--- config.mk ---
export PLATFORM = sky130hd
export DESIGN_NAME = seg7_scan_ctrl
export DESIGN_NICKNAME = d
export VERILOG_FILES = /design/src/rtl/seg7_pkg.sv /design/src/rtl/hex7seg.sv /design/src/rtl/seg7_scan_ctrl.sv
export SDC_FILE = /design/constraint.sdc
export NUM_CORES = 1
export LEC_CHECK = 0
export BUFFER_PORTS_ARGS = -buffer_cell sky130_fd_sc_hd__buf_2
export CAP_MARGIN = 20
export CORE_ASPECT_RATIO = 1.1
export CORE_MARGIN = 1
export CORE_UTILIZATION = 30
export CTS_BUF_LIST = sky130_fd_sc_hd__clkbuf_16
export DETAILED_ROUTE_END_ITERATION = 8
export PLACE_DENSITY_LB_ADDON = 0.1
export SYNTH_ARGS = -nofsm -noshare
export SYNTH_HDL_FRONTEND = slang
export SYNTH_HIERARCHICAL = 1
export SYNTH_SLANG_ARGS = --single-unit
--- constraint.sdc ---
create_clock -name clk -period 2.6 [get_ports clk]
set_input_delay 0.26 -clock clk [delete_from_list [all_inputs] [get_ports clk]]
set_output_delay 0.26 -clock clk [all_outputs]
set_load 0.01 [all_outputs]
--- src/rtl/seg7_pkg.sv ---
// Shared constants for the seven-segment scan controller: hex font, register map, CTRL fields, FSM states.
package seg7_pkg;

  // Active-low {g,f,e,d,c,b,a} patterns for the hex digits 0..F.
  localparam logic [6:0] HEX_FONT [16] = '{
    7'h40, 7'h79, 7'h24, 7'h30, 7'h19, 7'h12, 7'h02, 7'h78,
    7'h00, 7'h10, 7'h08, 7'h03, 7'h46, 7'h21, 7'h06, 7'h0E
  };

  localparam logic [1:0] ADDR_VALUE = 2'd0;
  localparam logic [1:0] ADDR_CTRL  = 2'd1;

  localparam int CTRL_W  = 6;
  localparam int CTRL_LZ = 4;
  localparam int CTRL_EN = 5;

  localparam logic [CTRL_W-1:0] CTRL_RST = 6'h20;

  typedef enum logic {
    ST_SHOW  = 1'b0,
    ST_BLANK = 1'b1
  } state_e;

endpackage

--- src/rtl/hex7seg.sv ---
// Nibble to active-low seven-segment decoder; purely combinational.
module hex7seg
  import seg7_pkg::*;
(
  input  logic [3:0] i_nib,
  output logic [6:0] o_seg
);

  assign o_seg = HEX_FONT[i_nib];

endmodule

--- src/rtl/seg7_scan_ctrl.sv ---
// Four-digit multiplexed seven-segment controller with shadow registers committed at frame start.
// Display outputs are registered one cycle behind the scan FSM; writes are always accepted.
module seg7_scan_ctrl
  import seg7_pkg::*;
#(
  parameter int REFRESH_DIV  = 100000,
  parameter int BLANK_CYCLES = 16,
  parameter int CNT_W        = 17
) (
  input  logic        clk,
  input  logic        reset,
  input  logic        we,
  input  logic [1:0]  addr,
  input  logic [15:0] wdata,
  output logic [15:0] rdata,
  output logic [3:0]  disp_sel,
  output logic [7:0]  disp_dig
);

  localparam logic [CNT_W-1:0] SHOW_LAST  = CNT_W'(REFRESH_DIV - 1);
  localparam logic [CNT_W-1:0] BLANK_LAST = CNT_W'(BLANK_CYCLES - 1);

  logic [15:0]       r_shadow_val;
  logic [CTRL_W-1:0] r_shadow_ctrl;
  logic [15:0]       r_active_val;
  logic [CTRL_W-1:0] r_active_ctrl;
  logic              r_pending;

  state_e            r_state;
  logic [1:0]        r_digit;
  logic [CNT_W-1:0]  r_cnt;
  logic [3:0]        r_disp_sel;
  logic [7:0]        r_disp_dig;

  logic              w_wr_val;
  logic              w_wr_ctrl;
  logic              w_show_done;
  logic              w_blank_done;
  logic              w_adv;
  logic              w_commit;
  logic [3:0]        w_nib;
  logic [6:0]        w_seg;
  logic              w_lz_dark;
  logic [3:0]        w_sel_nxt;
  logic [7:0]        w_dig_nxt;

  assign w_wr_val  = we && (addr == ADDR_VALUE);
  assign w_wr_ctrl = we && (addr == ADDR_CTRL);

  assign w_show_done  = (r_state == ST_SHOW)  && (r_cnt == SHOW_LAST);
  assign w_blank_done = (r_state == ST_BLANK) && (r_cnt == BLANK_LAST);
  assign w_adv        = (w_show_done && (BLANK_CYCLES == 0)) || w_blank_done;
  // Advancing out of digit 3 is the entry into SHOW(0): the only point where the active copy may change.
  assign w_commit     = w_adv && (r_digit == 2'd3) && r_pending;

  always_comb begin
    case (addr)
      ADDR_VALUE: rdata = r_shadow_val;
      ADDR_CTRL:  rdata = {{(16-CTRL_W){1'b0}}, r_shadow_ctrl};
      default:    rdata = 16'h0000;
    endcase
  end

  always_ff @(posedge clk or negedge reset) begin
    if (!reset) begin
      r_shadow_val  <= 16'h0000;
      r_shadow_ctrl <= CTRL_RST;
      r_active_val  <= 16'h0000;
      r_active_ctrl <= CTRL_RST;
      r_pending     <= 1'b0;
    end else begin
      if (w_wr_val)  r_shadow_val  <= wdata;
      if (w_wr_ctrl) r_shadow_ctrl <= wdata[CTRL_W-1:0];
      if (w_commit) begin
        r_active_val  <= r_shadow_val;
        r_active_ctrl <= r_shadow_ctrl;
      end
      if (w_wr_val || w_wr_ctrl) r_pending <= 1'b1;
      else if (w_commit)         r_pending <= 1'b0;
    end
  end

  assign w_nib = r_active_val[{r_digit, 2'b00} +: 4];

  hex7seg u_hex7seg (
    .i_nib (w_nib),
    .o_seg (w_seg)
  );

  always_comb begin
    w_lz_dark = 1'b0;
    if (r_active_ctrl[CTRL_LZ]) begin
      case (r_digit)
        2'd1:    w_lz_dark = ~|r_active_val[15:4];
        2'd2:    w_lz_dark = ~|r_active_val[15:8];
        2'd3:    w_lz_dark = ~|r_active_val[15:12];
        default: w_lz_dark = 1'b0;
      endcase
    end
  end

  always_comb begin
    w_sel_nxt = 4'hF;
    w_dig_nxt = 8'hFF;
    if ((r_state == ST_SHOW) && r_active_ctrl[CTRL_EN]) begin
      w_sel_nxt = ~(4'b0001 << r_digit);
      w_dig_nxt = {~r_active_ctrl[r_digit], (w_lz_dark ? 7'h7F : w_seg)};
    end
  end

  // Scan FSM keeps running while disabled so re-enabling lands on a frame boundary.
  always_ff @(posedge clk or negedge reset) begin
    if (!reset) begin
      r_state    <= ST_SHOW;
      r_digit    <= 2'd0;
      r_cnt      <= '0;
      r_disp_sel <= 4'hF;
      r_disp_dig <= 8'hFF;
    end else begin
      r_disp_sel <= w_sel_nxt;
      r_disp_dig <= w_dig_nxt;
      if (w_adv) begin
        r_state <= ST_SHOW;
        r_digit <= r_digit + 2'd1;
        r_cnt   <= '0;
      end else if (w_show_done) begin
        r_state <= ST_BLANK;
        r_cnt   <= '0;
      end else begin
        r_cnt   <= r_cnt + CNT_W'(1);
      end
    end
  end

  assign disp_sel = r_disp_sel;
  assign disp_dig = r_disp_dig;

endmodule

== Yosys cells after proc, flatten, opt, wreduce, memory -nomap -nowiden ==
Memories as Yosys holds them, arrays and structs flattened.
Index checks and enable logic that the tools add are counted.
Word-level totals
  register bits: 77
  bits in read-only memories: 112
  input bits: 21
  output and inout bits: 28
  logic and storage cells: 60
  memories kept: 1
Memories
  (name not given): depth 16, bits a word 7, read ports 1, clocked after memory_dff 0, write ports 0, RTL line hex7seg.sv:9  | assign o_seg = HEX_FONT[i_nib];
Operators by class
  add/sub/neg operators: 2
  order comparisons: 2
  equal/unequal tests: 6
  shifts and indexed selects: 2
  multiplexer cells: 16
  bitwise operators: 4
  reductions and logical operators: 17
Operators by type and width (number)
  $mux 17: 2
  $pmux 16 s2: 1
  $mux 7: 3
  $add 17x1->17 const B: 1
  $eq 17x17->1 const B: 1
  $eq 17x4->1 const B: 1
  $shiftx 16x5->4: 1
  $reduce_or 12->1: 1
  $mux 8: 1
  $reduce_or 8->1: 1
  $logic_and 1x1->1: 7
  $mux 1: 6
  $ge 5x5->1 const B: 1
  $not 4->5: 1
  $eq 2x1->1 const B: 2
  $eq 2x2->1 const B: 2
  $lt 2x4->1 const B: 1
  $mux 4: 1
  $not 4->4: 1
  $reduce_bool 2->1: 2
  $reduce_or 4->1: 1
  $shl 1x2->4 const A: 1
  $logic_not 1->1: 3
  $pmux 1 s3: 1
  other kinds (5): 6

== Depth between registers and ports, before layout ==
  word-level depth: 7
  mapped depth: 9
  gate-level depth less buffers: 8

== Cells and area by module ==
The synthesis kept the hierarchy.
Modules (own cells, without submodules)
  seg7_scan_ctrl: times used 1, cells each 273, area each 3433.3 sq um, sequential area each 1944.4 sq um
  hex7seg: times used 1, cells each 31, area each 262.8 sq um, sequential area each 0.0 sq um

== Worst setup path before layout ==
No wires, ideal clock.
  path kind: register to register
  from: reg r_digit[0]
  to: reg r_disp_dig[3], in the netlist disp_dig[3]
  setup time: 0.083 ns
  arrival: 2.232 ns
  data required time: 2.517 ns
  setup slack: 0.285 ns
  stages on the path, launching flop included: 9
  path buffers: 1
  period minus slack after synthesis: 2.315 ns
  cells stage by stage: dfrtp_1 -> clkbuf_1 -> mux4_2 -> inv_1 -> ha_1 -> inv_1 -> mux4_1 -> nor2_1 -> nand2_1
Between the ends
  longest elaborated chain between the ends: 7
  elaborated cells between the ends (all ways): 12
  those cells by class: eq/ne (3); shift (1); mux (6); bitwise (1); memory (1)
Ends and longest elaborated chain
  start: declaration: RTL line seg7_scan_ctrl.sv:30  | logic [1:0] r_digit;
  start signal: assignment: RTL line seg7_scan_ctrl.sv:124  | r_digit <= r_digit + 2'd1;
  $shiftx 16x5->4: RTL line seg7_scan_ctrl.sv:83  | assign w_nib = r_active_val[{r_digit, 2'b00} +: 4];
  named net w_nib[0]: RTL line seg7_scan_ctrl.sv:41  | logic [3:0] w_nib;
  $not 4->5 (implied by the code): RTL line hex7seg.sv:9
  $mem_v2 16x7
  $mux 7 (implied by the code) (2 in a row): RTL line hex7seg.sv:9
  named net w_seg[3]: RTL line seg7_scan_ctrl.sv:42  | logic [6:0] w_seg;
  $mux 7: RTL line seg7_scan_ctrl.sv:107  | w_dig_nxt = {~r_active_ctrl[r_digit], (w_lz_dark ? 7'h7F : w_seg)};
  $mux 8: RTL line seg7_scan_ctrl.sv:105  | if ((r_state == ST_SHOW) && r_active_ctrl[CTRL_EN]) begin
  named net w_dig_nxt[3]: RTL line seg7_scan_ctrl.sv:45  | logic [7:0] w_dig_nxt;
  end signal: assignment: RTL line seg7_scan_ctrl.sv:121  | r_disp_dig <= w_dig_nxt;
  end: declaration: RTL line seg7_scan_ctrl.sv:33  | logic [7:0] r_disp_dig;
The timed path passes the listed nets, and every way through them passes these cells. The select of a mux whose other input is x is not followed.
A chain may end at the register's enable or synchronous reset.

== Worst setup path in the final report ==
Same ends and word-level chain as after synthesis.

==> flow_summary.yaml <==
run_status:
  outcome: "finished clean"
setup_path:
  crit_required_ps: 2850
  criticalPathCategory: "register to register"
  crit_fanout: 6
  crit_path_start_kind: "register"
  crit_path_end_kind: "register"
  cp.arrival_ps: 2380
cts:
  cts_buffer_depth: 2
  post_cts_resized: 0
  numCtsBuffers: 9
  clk_pin_slew_ps: 60
  htree_levels: 3
  insertion_delay_ps: 340
  cts-root-buf: "clkbuf_16"
  clock-sinks: 77
  cts_tree: "built"
routing:
  vias_per_cell: 4.64
  drt_wl_total_um: 7840
  drtIter0Drc: 60
  vias: 2409
  drt_pass1_iterations: 4
  antenna_left: 0
  drc: 0
  wl_per_cell_um: 15.1
floorplan:
  dieArea_sq_um: 12800
  num_rows: 42
  fp.coreArea_sq_um: 12000
  die_x_um: 108
  die_y_um: 118
  floorplan.initialDensity_pct: 30.7
  ioPinCount: 49
worst_hold_path:
  hp-class: "input pin to register"
logic_synthesis:
  async_reset_ff_share_pct: 100
  ys_ff_latch: 77
  synth_largest_area_cell: "dfrtp_1"
  synth_seq_area_share_pct: 52.6
  syn_nets: 337
  synth_flop_cell: "dfrtp_1"
  netlist_top_cells_area: "dfrtp_1, dfstp_2, mux2_2, mux2_1, ha_1"
  yosysUniqueCellTypes: 39
  netlist_area_sq_um: 3700
  yosysWarnings: 6
  syn_area_per_cell_sq_um: 12.2
  synth_cells: 304
  synth_top_area_share_pct: 42.7
  synth_edf_count: 0
timing:
  fin_crit_ps: 2130
  slew_headroom_pct: 54.7
  setup_violations: 0
  hold_violations: 0
  period_share_pct: 82.0
  maxSlewViolCount: 0
  rsz0062_at_grt: "no"
  worst_pin_slew_ps: 678
  max_freq_mhz: 469
  finalWorstSetupSlack_ps: 468
  skew_ps: 7.02
  setup_tns_ps: 0
global_route:
  grt_max_degree: 78
  antenna_found_initial: 0
  grt_pass1_wl_um: 13000
  grt_remaining_overflow: 0
  grt_util_all_layers_pct: 13.6
  grt_pass1_vias: 2444
power_and_ir_drop:
  cellPowerDensity_nw_per_um2: 669
  p_leak_uw: 0.00202
  max-vdd-ir-drop_v: 0.000252
cells_and_area:
  mostFrequentLayoutCells: "dfrtp_1, buf_2, nor2_1"
  diodes: 0
  final_common_cell: "dfrtp_1"
  syn_to_final_growth_pct: 21.8
  post-route-util_pct: 37.4
  nets: 393
  drive_gt1_share_pct: 32.1
run:
  drv_cap: 0
placed_design:
  place_ws_ps: 472
  gp_congestion: 0.733
  numPortBuffers: 48
  dp_hpwl_um: 5580
-- stage by stage --
stage | hold slack, ps | instance area, sq um | cells | power (uW)
2_1_floorplan | -35.6 | 3700 | 304 | 1430
3_3_place_gp | 467 | 4110 | 501 | 1530
3_5_place_dp | 476 | 4110 | 501 | 1530
4_1_cts | 138 | 4470 | 517 | 3060
5_1_grt | 144 | 4500 | 519 | 3140
6_report | 152 | 4500 | 519 | 3010
-- where the power goes --
group          leakage, uW  switching, uW  internal, uW
sequential        0.000963           52.2          1270
clock             0.000180            480          1020
combinational     0.000874           88.6           102
total              0.00202            620          2390
-- what timing repair did --
| item | CTS | global route |
|---|---|---|
| hold buffers | 0 | 1 |
| setup buffers | 0 | 0 |
| endpoints found under the hold margin | 0 | 26 |
-- Yosys cell counts (5+ instances only) --
cell,n
dfrtp_1,63
nor2_1,29
mux2_2,25
nand2_1,24
mux2_1,20
dfstp_2,14
ha_1,12
and2_1,11
mux2i_1,11
nand3_1,10
xnor2_1,10
inv_1,8
o21ai_0,7
clkbuf_1,5
mux4_2,5
nor2b_1,5
or3_1,5
-- cell families after synthesis --
kind of cell / share of synthesized area [%]
buffers and inverters: 2.74
muxes: 20.4
adders and majority gates: 4.06
DFF: 52.6
and+or+nand+nor: 14.1
xor gates and xnor gates: 3.32
AOI/OAI and AO/OA: 2.74
-- final cells by class --
type | count | area, sq um
fillers | 1202 | 7530
flip-flops and latches | 77 | 1940
multi-input cells | 207 | 1650
repair buffers | 56 | 325
clock buffers | 9 | 225
well taps | 154 | 193
clock inverters | 7 | 131
inverters | 9 | 33.8
-- flip-flops by register name, summed over array words and instances (netlist names) --
signal,flops
r_cnt,17
r_active_val,16
r_shadow_val,16
disp_dig,8
r_active_ctrl,6
r_shadow_ctrl,6
disp_sel,4
r_digit,2
r_pending,1
r_state,1
-- path summary, 6_finish.rpt --
check / from / endpoint / slack, ps / cells past startpoint
setup / recovery: r_digit[0] / disp_dig[3] / 470 / 7
hold / removal: wdata[10] / r_shadow_val[10] / 150 / 2
setup reg to reg: r_digit[0] / disp_dig[3] / 470 / 7
hold reg to reg: r_cnt[0] / r_cnt[0] / 480 / 1
max in group asynchronous: reset / disp_dig[7] / 1570 / 3
min in group asynchronous: reset / r_shadow_val[6] / 400 / 2
-- worst max-delay path, stage by stage, from the launching register on --
cell and delay [ps]:
dfrtp_1 400, mux4_2 590, inv_1 180, ha_1 180
inv_1 40, mux4_1 460, nor2_1 120, nand2_1 70
-- layer usage --
layer  wire length, um  global-route usage [%]  vias up
met1              3690                    17.8     1192
met5                 0                       0        -
met4               130                    5.65        0
met3               247                    3.97       11
li1                  -                       -     1171
met2              3770                    20.9       35
Power figures use the tool's default switching activity.
